### config.mk
export PLATFORM = sky130hd
export DESIGN_NAME = adma2_blk_seq_flat
export DESIGN_NICKNAME = d
export VERILOG_FILES = /design/src/rtl/adma2_blk_seq_if.sv /design/src/rtl/adma2_blk_seq.sv /design/src/flat_wrapper.sv
export SDC_FILE = /design/constraint.sdc
export NUM_CORES = 1
export LEC_CHECK = 0
export CAP_MARGIN = 0
export CORE_MARGIN = 1.5
export CORE_UTILIZATION = 49
export DETAILED_ROUTE_END_ITERATION = 10
export PLACE_DENSITY = 0.81
export SETUP_SLACK_MARGIN = 0.02
export SYNTH_ARGS = -nofsm -noshare
export SYNTH_HDL_FRONTEND = slang
export SYNTH_SLANG_ARGS = --single-unit
export TNS_END_PERCENT = 100
### constraint.sdc
create_clock -name clk -period 3.3 [get_ports clk]
set_clock_uncertainty 0.1 [all_clocks]
set_input_delay 0.825 -clock clk [delete_from_list [all_inputs] [get_ports clk]]
set_output_delay 0.825 -clock clk [all_outputs]
set_load 0.02 [all_outputs]
### src/rtl/adma2_blk_seq_if.sv
// rtl/adma2_blk_seq_if.sv - host/ADMA2 signal bundle for the multi-block sequencer
interface adma2_blk_seq_if #(
    parameter int BLK_CNT_W = 16,
    parameter int ADDR_W    = 32
);
    logic                 start_xfer;
    logic [BLK_CNT_W-1:0] blk_count;
    logic [ADDR_W-1:0]    sys_addr_base;
    logic                 abort;
    logic                 adma_sar_inc_strb;
    logic                 dat_tf_done;
    logic                 strt_adma_strb;
    logic                 continue_blk_send;
    logic [ADDR_W-1:0]    adma_sys_addr;
    logic [BLK_CNT_W-1:0] blks_remaining;
    logic                 busy;
    logic                 xfer_cmplt;
    logic                 xfer_tmo;
    logic                 xfer_abrt;

    modport master (
        output start_xfer, blk_count, sys_addr_base, abort, adma_sar_inc_strb, dat_tf_done,
        input  strt_adma_strb, continue_blk_send, adma_sys_addr, blks_remaining, busy,
               xfer_cmplt, xfer_tmo, xfer_abrt
    );

    modport slave (
        input  start_xfer, blk_count, sys_addr_base, abort, adma_sar_inc_strb, dat_tf_done,
        output strt_adma_strb, continue_blk_send, adma_sys_addr, blks_remaining, busy,
               xfer_cmplt, xfer_tmo, xfer_abrt
    );
endinterface

### src/rtl/adma2_blk_seq.sv
// rtl/adma2_blk_seq.sv - multi-block sequencer issuing ADMA2 start/continue strobes
module adma2_blk_seq #(
    parameter int BLK_CNT_W = 16,
    parameter int ADDR_W    = 32,
    parameter int BLK_BYTES = 512,
    parameter int GAP_CYC   = 2,
    parameter int TMO_CYC   = 65535
) (
    input  logic            clk,
    input  logic            reset,
    adma2_blk_seq_if.slave  bus
);
    // Timer only has to reach TMO_CYC-1; gap counter counts down from GAP_CYC-1.
    localparam int TMR_W = (TMO_CYC > 1) ? $clog2(TMO_CYC) : 1;
    localparam int GAP_W = (GAP_CYC > 1) ? $clog2(GAP_CYC) : 1;
    localparam logic [TMR_W-1:0]     TMR_LAST  = TMR_W'(TMO_CYC - 1);
    localparam logic [TMR_W-1:0]     TMR_ONE   = TMR_W'(1);
    localparam logic [GAP_W-1:0]     GAP_LOAD  = GAP_W'(GAP_CYC - 1);
    localparam logic [GAP_W-1:0]     GAP_ONE   = GAP_W'(1);
    localparam logic [ADDR_W-1:0]    ADDR_STEP = ADDR_W'(BLK_BYTES);
    localparam logic [BLK_CNT_W-1:0] CNT_ONE   = BLK_CNT_W'(1);

    typedef enum logic [1:0] {IDLE, XFER, GAP} state_t;

    state_t               state;
    logic [TMR_W-1:0]     timer;
    logic [GAP_W-1:0]     gap_cnt;
    logic                 strt_q, cont_q, busy_q, cmplt_q, tmo_q, abrt_q;
    logic [ADDR_W-1:0]    addr_q;
    logic [BLK_CNT_W-1:0] rem_q;
    logic [BLK_CNT_W-1:0] rem_dec;
    logic                 tmo_hit;

    // Remaining count after the current block completes, and timeout condition.
    assign rem_dec = rem_q - CNT_ONE;
    assign tmo_hit = (TMO_CYC != 0) && (timer == TMR_LAST);

    // Sequencer FSM: launches blocks, tracks address/count, reports termination.
    always_ff @(posedge clk) begin
        if (reset) begin
            state   <= IDLE;
            timer   <= '0;
            gap_cnt <= '0;
            strt_q  <= 1'b0;
            cont_q  <= 1'b0;
            busy_q  <= 1'b0;
            cmplt_q <= 1'b0;
            tmo_q   <= 1'b0;
            abrt_q  <= 1'b0;
            addr_q  <= '0;
            rem_q   <= '0;
        end else begin
            strt_q  <= 1'b0;
            cont_q  <= 1'b0;
            cmplt_q <= 1'b0;
            tmo_q   <= 1'b0;
            abrt_q  <= 1'b0;
            case (state)
                IDLE: begin
                    if (bus.start_xfer) begin
                        if (bus.blk_count != '0) begin
                            rem_q  <= bus.blk_count;
                            addr_q <= bus.sys_addr_base;
                            strt_q <= 1'b1;
                            timer  <= '0;
                            busy_q <= 1'b1;
                            state  <= XFER;
                        end else begin
                            cmplt_q <= 1'b1;
                        end
                    end
                end
                XFER: begin
                    if (bus.adma_sar_inc_strb) begin
                        addr_q <= addr_q + ADDR_STEP;
                    end
                    if (bus.abort) begin
                        abrt_q <= 1'b1;
                        busy_q <= 1'b0;
                        state  <= IDLE;
                    end else if (bus.dat_tf_done) begin
                        rem_q <= rem_dec;
                        if (rem_dec == '0) begin
                            cmplt_q <= 1'b1;
                            busy_q  <= 1'b0;
                            state   <= IDLE;
                        end else begin
                            gap_cnt <= GAP_LOAD;
                            state   <= GAP;
                        end
                    end else if (tmo_hit) begin
                        tmo_q  <= 1'b1;
                        busy_q <= 1'b0;
                        state  <= IDLE;
                    end else begin
                        timer <= timer + TMR_ONE;
                    end
                end
                GAP: begin
                    if (bus.abort) begin
                        abrt_q <= 1'b1;
                        busy_q <= 1'b0;
                        state  <= IDLE;
                    end else if (gap_cnt == '0) begin
                        cont_q <= 1'b1;
                        timer  <= '0;
                        state  <= XFER;
                    end else begin
                        gap_cnt <= gap_cnt - GAP_ONE;
                    end
                end
                default: state <= IDLE;
            endcase
        end
    end

    assign bus.strt_adma_strb    = strt_q;
    assign bus.continue_blk_send = cont_q;
    assign bus.adma_sys_addr     = addr_q;
    assign bus.blks_remaining    = rem_q;
    assign bus.busy              = busy_q;
    assign bus.xfer_cmplt        = cmplt_q;
    assign bus.xfer_tmo          = tmo_q;
    assign bus.xfer_abrt         = abrt_q;
endmodule
### src/flat_wrapper.sv
// flat-port wrapper written by rule: the top's interface ports become plain ports
module adma2_blk_seq_flat 
#(
    parameter int BLK_CNT_W = 16,
    parameter int ADDR_W    = 32,
    parameter int BLK_BYTES = 512,
    parameter int GAP_CYC   = 2,
    parameter int TMO_CYC   = 65535
)
  (clk, reset, bus_start_xfer, bus_blk_count, bus_sys_addr_base, bus_abort, bus_adma_sar_inc_strb, bus_dat_tf_done, bus_strt_adma_strb, bus_continue_blk_send, bus_adma_sys_addr, bus_blks_remaining, bus_busy, bus_xfer_cmplt, bus_xfer_tmo, bus_xfer_abrt);
  adma2_blk_seq_if #(.BLK_CNT_W(BLK_CNT_W), .ADDR_W(ADDR_W)) bus_i ();
  input  logic clk;
  input  logic reset;
  input wire logic [$bits(bus_i.start_xfer)-1:0] bus_start_xfer;
  input wire logic [$bits(bus_i.blk_count)-1:0] bus_blk_count;
  input wire logic [$bits(bus_i.sys_addr_base)-1:0] bus_sys_addr_base;
  input wire logic [$bits(bus_i.abort)-1:0] bus_abort;
  input wire logic [$bits(bus_i.adma_sar_inc_strb)-1:0] bus_adma_sar_inc_strb;
  input wire logic [$bits(bus_i.dat_tf_done)-1:0] bus_dat_tf_done;
  output wire logic [$bits(bus_i.strt_adma_strb)-1:0] bus_strt_adma_strb;
  output wire logic [$bits(bus_i.continue_blk_send)-1:0] bus_continue_blk_send;
  output wire logic [$bits(bus_i.adma_sys_addr)-1:0] bus_adma_sys_addr;
  output wire logic [$bits(bus_i.blks_remaining)-1:0] bus_blks_remaining;
  output wire logic [$bits(bus_i.busy)-1:0] bus_busy;
  output wire logic [$bits(bus_i.xfer_cmplt)-1:0] bus_xfer_cmplt;
  output wire logic [$bits(bus_i.xfer_tmo)-1:0] bus_xfer_tmo;
  output wire logic [$bits(bus_i.xfer_abrt)-1:0] bus_xfer_abrt;
  assign bus_i.start_xfer = bus_start_xfer;
  assign bus_i.blk_count = bus_blk_count;
  assign bus_i.sys_addr_base = bus_sys_addr_base;
  assign bus_i.abort = bus_abort;
  assign bus_i.adma_sar_inc_strb = bus_adma_sar_inc_strb;
  assign bus_i.dat_tf_done = bus_dat_tf_done;
  assign bus_strt_adma_strb = bus_i.strt_adma_strb;
  assign bus_continue_blk_send = bus_i.continue_blk_send;
  assign bus_adma_sys_addr = bus_i.adma_sys_addr;
  assign bus_blks_remaining = bus_i.blks_remaining;
  assign bus_busy = bus_i.busy;
  assign bus_xfer_cmplt = bus_i.xfer_cmplt;
  assign bus_xfer_tmo = bus_i.xfer_tmo;
  assign bus_xfer_abrt = bus_i.xfer_abrt;
  adma2_blk_seq #(.BLK_CNT_W(BLK_CNT_W), .ADDR_W(ADDR_W), .BLK_BYTES(BLK_BYTES), .GAP_CYC(GAP_CYC), .TMO_CYC(TMO_CYC)) u_core (.clk(clk), .reset(reset), .bus(bus_i));
endmodule
---- Yosys cells after proc, flatten, opt, wreduce, memory -nomap -nowiden ----
Index checks and enable logic that the tools add are counted.
operators by class
  add/sub/neg operators ................... 4
  multipliers ............................. 0
  divide/modulo/power cells ............... 0
  order comparisons ....................... 0
  eq/ne operators ......................... 17
  shift-type cells ........................ 0
  multiplexer cells ....................... 50
  bitwise logic cells ..................... 5
  reduce and logical (&&, ||, !) cells .... 17
operator list
  kind                      number
  $mux W16                  11
  $mux W32                  3
  $pmux W32 S2              1
  $pmux W16 S3              1
  $add A32 B10 Y32 const B  1
  $pmux W16 S2              1
  $mux W1                   21
  $ne A2 B2 Y1 const B      10
  $add A16 B1 Y16 const B   1
  $eq A16 B16 Y1 const B    1
  $logic_not A16 Y1         1
  $mux W2                   8
  $reduce_bool A16 Y1       1
  $sub A16 B1 Y16 const B   1
  $reduce_and A5 Y1         2
  $ne A4 B3 Y1 const B      2
  $reduce_and A4 Y1         2
  $reduce_and A8 Y1         1
  $pmux W2 S3               1
  $reduce_and A6 Y1         1
  $reduce_or A3 Y1          2
  $not A1 Y1                5
  $pmux W1 S2               2
  $reduce_bool A2 Y1        2
  other kinds (10)          11
storage, ports and cells
  flip-flop bits (word level) ............. 73
  bits in latches ......................... 0
  bits in writable memories ............... 0
  ROM bits ................................ 0
  input port bits ......................... 54
  memories ................................ 0

---- Longest topological paths before layout ----
  depth after elaboration ................. 6
  mapped depth ............................ 12

---- Worst setup path after synthesis ----
OpenSTA, ideal clock, no wires.
  path type ............................... in2reg
  start point ............................. input port bus_blk_count[3]
  end point ............................... register u_core.rem_q[10], in the netlist u_core.bus.blks_remaining[10]
  setup time .............................. 128 ps
  data arrival time ....................... 2536 ps
  required time ........................... 3072 ps
  path slack .............................. 536 ps
  stages on the path ...................... 8
  path through ............................ or4_4 o41ai_4 nand2_2 and2_1 clkbuf_1 buf_2 a22oi_1 nor2_1
between the ends
  cells in the longest elaborated chain, start to end .. 3
RTL lines
  what                                RTL line             RTL
  from (decl)                         flat_wrapper.sv:15   input wire logic [$bits(bus_i.blk_count)-1:0] bus_blk_count;
  $reduce_bool A16 Y1                 adma2_blk_seq.sv:61  if (bus.blk_count != '0) begin
  $ne A2 B1 Y1 (no source line)       --
  $reduce_and A5 Y1 (no source line)  --
  to (signal assigned)                adma2_blk_seq.sv:62  rem_q <= bus.blk_count;
  to (signal assigned)                adma2_blk_seq.sv:82  rem_q <= rem_dec;
  to (decl)                           adma2_blk_seq.sv:30  logic [BLK_CNT_W-1:0] rem_q;
No other way between the ends.
A chain may end at the register's enable or synchronous reset.

---- Final worst setup path ----
  start point ............................. input port bus_blk_count[3]
  end point ............................... register u_core.timer[3]
between the ends
  cells in the longest elaborated chain, start to end .. 3
RTL lines
  what                                RTL line             RTL
  $reduce_bool A16 Y1                 adma2_blk_seq.sv:61
  $ne A2 B1 Y1 (no source line)       --
  $reduce_and A8 Y1 (no source line)  --
  to (signal assigned)                adma2_blk_seq.sv:96  timer <= timer + TMR_ONE;
  to (decl)                           adma2_blk_seq.sv:26  logic [TMR_W-1:0] timer;
No other way between the ends.

==> Flow_metrics.wiki <==
{| class="wikitable"
! Metric !! Value
|-
| Outcome || finished clean
|-
| Worst Path Required || 3.41 ns
|-
| Gpl congestion || 0.9532
|-
| Row Count || 33
|-
| Sink Count || 73
|-
| Area of placed instances || roughly 0.0053 mm²
|-
| Mapped Nets || roughly 590
|-
| Number of setup buffers added after CTS || 0
|-
| Period utilisation layout || 90.72%
|-
| Slew headroom || 31.30%
|-
| Flop and latch count out of synthesis || 73
|-
| PwrDens || 540.7 mW/mm²
|-
| Most frequent cell after synthesis || sky130_fd_sc_hd__dfxtp_1
|-
| Average wire per cell in the routed design || ~15 µm
|-
| Leak || 1.909 nW
|-
| Tightest Pin Transition || 1.027 ns
|-
| Number of diodes added for antenna fixing || 0
|-
| Setup crit end kind || flop
|-
| Number of optimization iterations in the first detailed-route pass || 5
|-
| TritonCTS Buffers || 9
|-
| Post-Syn Instances || 528
|-
| Starting Density || 50.09%
|-
| Synth top area share || 35.69%
|-
| Vias per std cell || just under 6
|-
| Number of maximum-capacitance constraint violations || 0
|-
| Antenna-violating nets left || 0
|-
| Number of warning messages in the yosys log || 0
|-
| Hold bufs inserted after CTS || 0
|-
| Final non-filler cell area || 0.005477 mm²
|-
| Most instantiated cells after synthesis || 73 x sky130_fd_sc_hd__dfxtp_1, 64 x sky130_fd_sc_hd__nor2_1, 59 x sky130_fd_sc_hd__nand2_1, 44 x sky130_fd_sc_hd__a21oi_1, 37 x sky130_fd_sc_hd__o21ai_0
|-
| Maximum resistive drop on vdd || between 0.0002 and 0.0003 V
|-
| Grt total ovfl || 0
|-
| Number of hold-slack violations in the final timing report || 0
|-
| Port Buffers || 107
|-
| Wire length of the first global-routing pass || approximately 19000 µm
|-
| Area growth from synthesis to layout || 33.73%
|-
| Maximum fanout count along the critical path || 9
|-
| Dominant cells by area after synthesis || sky130_fd_sc_hd__dfxtp_1 36%, sky130_fd_sc_hd__nor2_1 5.9%, sky130_fd_sc_hd__nand2_1 5.4%, sky130_fd_sc_hd__a21oi_1 5.4%, sky130_fd_sc_hd__o21ai_0 4.5%
|-
| Setup repair after global routing missed its margin || no
|-
| Setup TNS || 0 ns
|-
| Synth cell types || 53
|-
| I/O pin count || roughly 110
|-
| Number of placed cells counting well taps || 720
|-
| Type of the setup path with the least slack || in -> reg
|-
| Total half-perimeter wirelength after legalization and detailed placement || 7954 µm
|-
| H-tree levels || 3
|-
| CTS-repair resized insts || 0
|-
| Class of the most critical hold timing path || reg -> reg
|-
| Cell type with the highest aggregate area in the netlist || sky130_fd_sc_hd__dfxtp_1
|-
| Mean instance size in the synthesized netlist || 7.756 µm²
|-
| Core outline area || 0.008175 mm²
|-
| Final count of negative-setup-slack endpoints || 0
|-
| Fraction of layout cells with a size suffix above 1 || under 10%
|-
| CP startpoint kind || input pin
|-
| CTS root buffer || sky130_fd_sc_hd__clkbuf_8
|-
| Final std cells w/o fill || 735
|-
| Flip-flop cell with the highest count after synthesis || sky130_fd_sc_hd__dfxtp_1
|-
| Total vias in the final route || roughly 4.3k
|-
| Share of flip-flops with an asynchronous set or reset || 0%
|-
| Number of buffers on the longest clock path || 2
|-
| DIE HEIGHT || 94.42 µm
|-
| Skew-Pair Late Insertion Delay || 0.35 ns
|-
| Post-synthesis cell area || 0.004095 mm²
|-
| Number of remaining DRC errors || 0
|-
| DRT iter0 DRCs || 238
|-
| Initial antenna violation count || 0
|-
| Wire length reported by the detailed router || roughly 11000 µm
|-
| Number of enable-type register cells in the synthesized netlist || 0
|-
| Final Slew Violations || 0
|-
| Clock-pin slew reported for the worst setup and hold paths after clock tree synthesis || 0.08 ns
|-
| Worst Setup Slack, final || 0.3061 ns
|-
| Net count reported at finish || 689
|-
| Die Area || 0.008915 mm²
|-
| Shortest clock period the worst path allows after layout || 2.994 ns
|-
| Maximum number of pins on one net before global-route repair || 47
|-
| CTS tree || yes
|-
| Maximum clock frequency || 334.0 MHz
|-
| Arrival time of data at the critical path endpoint || 3.10 ns
|-
| Number of global-route vias before repair || 4072
|-
| Chip width || 94.42 µm
|-
| Seq/Total Area, Yosys || between 30% and 40%
|-
| Post-placement worst setup slack || -0.03176 ns
|-
| Overall fraction of global-route tracks in use || 26.08%
|}
[report_power, final]
| group | total, W | switching, W | internal, W |
|---|---|---|---|
| clock | 0.000714 | 0.000330 | 0.000385 |
| combinational | 0.00114 | 0.000622 | 0.000514 |
| sequential | 0.00111 | 0.000131 | 0.000979 |
[cells by family after synthesis]
logic type | synth area share (%)
DFF | 35.69
muxes | 4.216
adders and majority gates | 2.750
xor gates and xnor gates | 2.994
buffers and inverters | 4.430
and+or+nand+nor | 26.58
AOI/OAI and AO/OA | 23.34
[registers in the layout (all words and copies together), names as in the netlist]
register and cells:
u_core.bus.adma_sys_addr 32, u_core.bus.blks_remaining 16, u_core.bus.busy 1, u_core.bus.continue_blk_send 1, u_core.bus.strt_adma_strb 1, u_core.bus.xfer_abrt 1
u_core.bus.xfer_cmplt 1, u_core.bus.xfer_tmo 1, u_core.gap_cnt 1, u_core.state 2, u_core.timer 16
[routing by layer]
metal  share of wire [%]  up-vias  global-route usage [%]
met4                 1.5        0                   10.20
met2                  46      168                   42.39
met3                 6.4       16                   4.589
met1                  46     2028                   34.32
met5                   0        -                       0
li1                    -     2116                       -
[layout by cell type (no fill, tap or decap), types with 15 or more instances in the layout]
master | netlist | routed
sky130_fd_sc_hd__a211oi_1 | 22 | 22
sky130_fd_sc_hd__a21oi_1 | 44 | 44
sky130_fd_sc_hd__clkdlybuf4s50_1 | 0 | 106
sky130_fd_sc_hd__dfxtp_1 | 73 | 73
sky130_fd_sc_hd__mux2i_1 | 15 | 15
sky130_fd_sc_hd__nand2_1 | 59 | 59
sky130_fd_sc_hd__nand3_1 | 24 | 24
sky130_fd_sc_hd__nor2_1 | 64 | 64
sky130_fd_sc_hd__o21ai_0 | 37 | 37
[per-stage QoR]
stage	hold slack [ns]	total power, W	utilization, %
3_3_place_gp	0.3730	0.002213	64.60
6_report	0.3994	0.002961	66.99
5_1_grt	0.4298	0.003130	66.99
2_1_floorplan	0.3586	0.001809	-
4_1_cts	0.4016	0.002956	66.99
3_5_place_dp	0.3850	0.002242	64.60
[area by class of cell]
type	instances	area [µm²]
Clock buffer	12	155.1
Clock inverter	3	40.04
Fill cell	681	2699
Inverter	14	52.55
Multi-Input combinational cell	409	2455
Sequential cell	73	1461
Tap cell	105	131.4
Timing Repair Buffer	119	1181
[path summary, 6_finish.rpt]
| check | startpoint | to | slack, ns | cells past startpoint |
|---|---|---|---|---|
| max | bus_blk_count[3] | u_core.timer[3] | 0.31 | 9 |
| min | u_core.state[1] | u_core.state[1] | 0.40 | 2 |
| max reg2reg | u_core.bus.blks_remaining[1] | u_core.bus.busy | 0.42 | 9 |
| min reg2reg | u_core.state[1] | u_core.state[1] | 0.40 | 2 |
[critical path, stage by stage]
cell and delay, ns:
sky130_fd_sc_hd__clkdlybuf4s50_1 0.42, sky130_fd_sc_hd__or4_4 0.56, sky130_fd_sc_hd__o41ai_4 0.48, sky130_fd_sc_hd__a211oi_1 0.23, sky130_fd_sc_hd__nand4_1 0.15, sky130_fd_sc_hd__buf_4 0.16
sky130_fd_sc_hd__nor2_1 0.06, sky130_fd_sc_hd__xnor2_1 0.14, sky130_fd_sc_hd__nor2_1 0.07
Power figures use the tool's default switching activity.
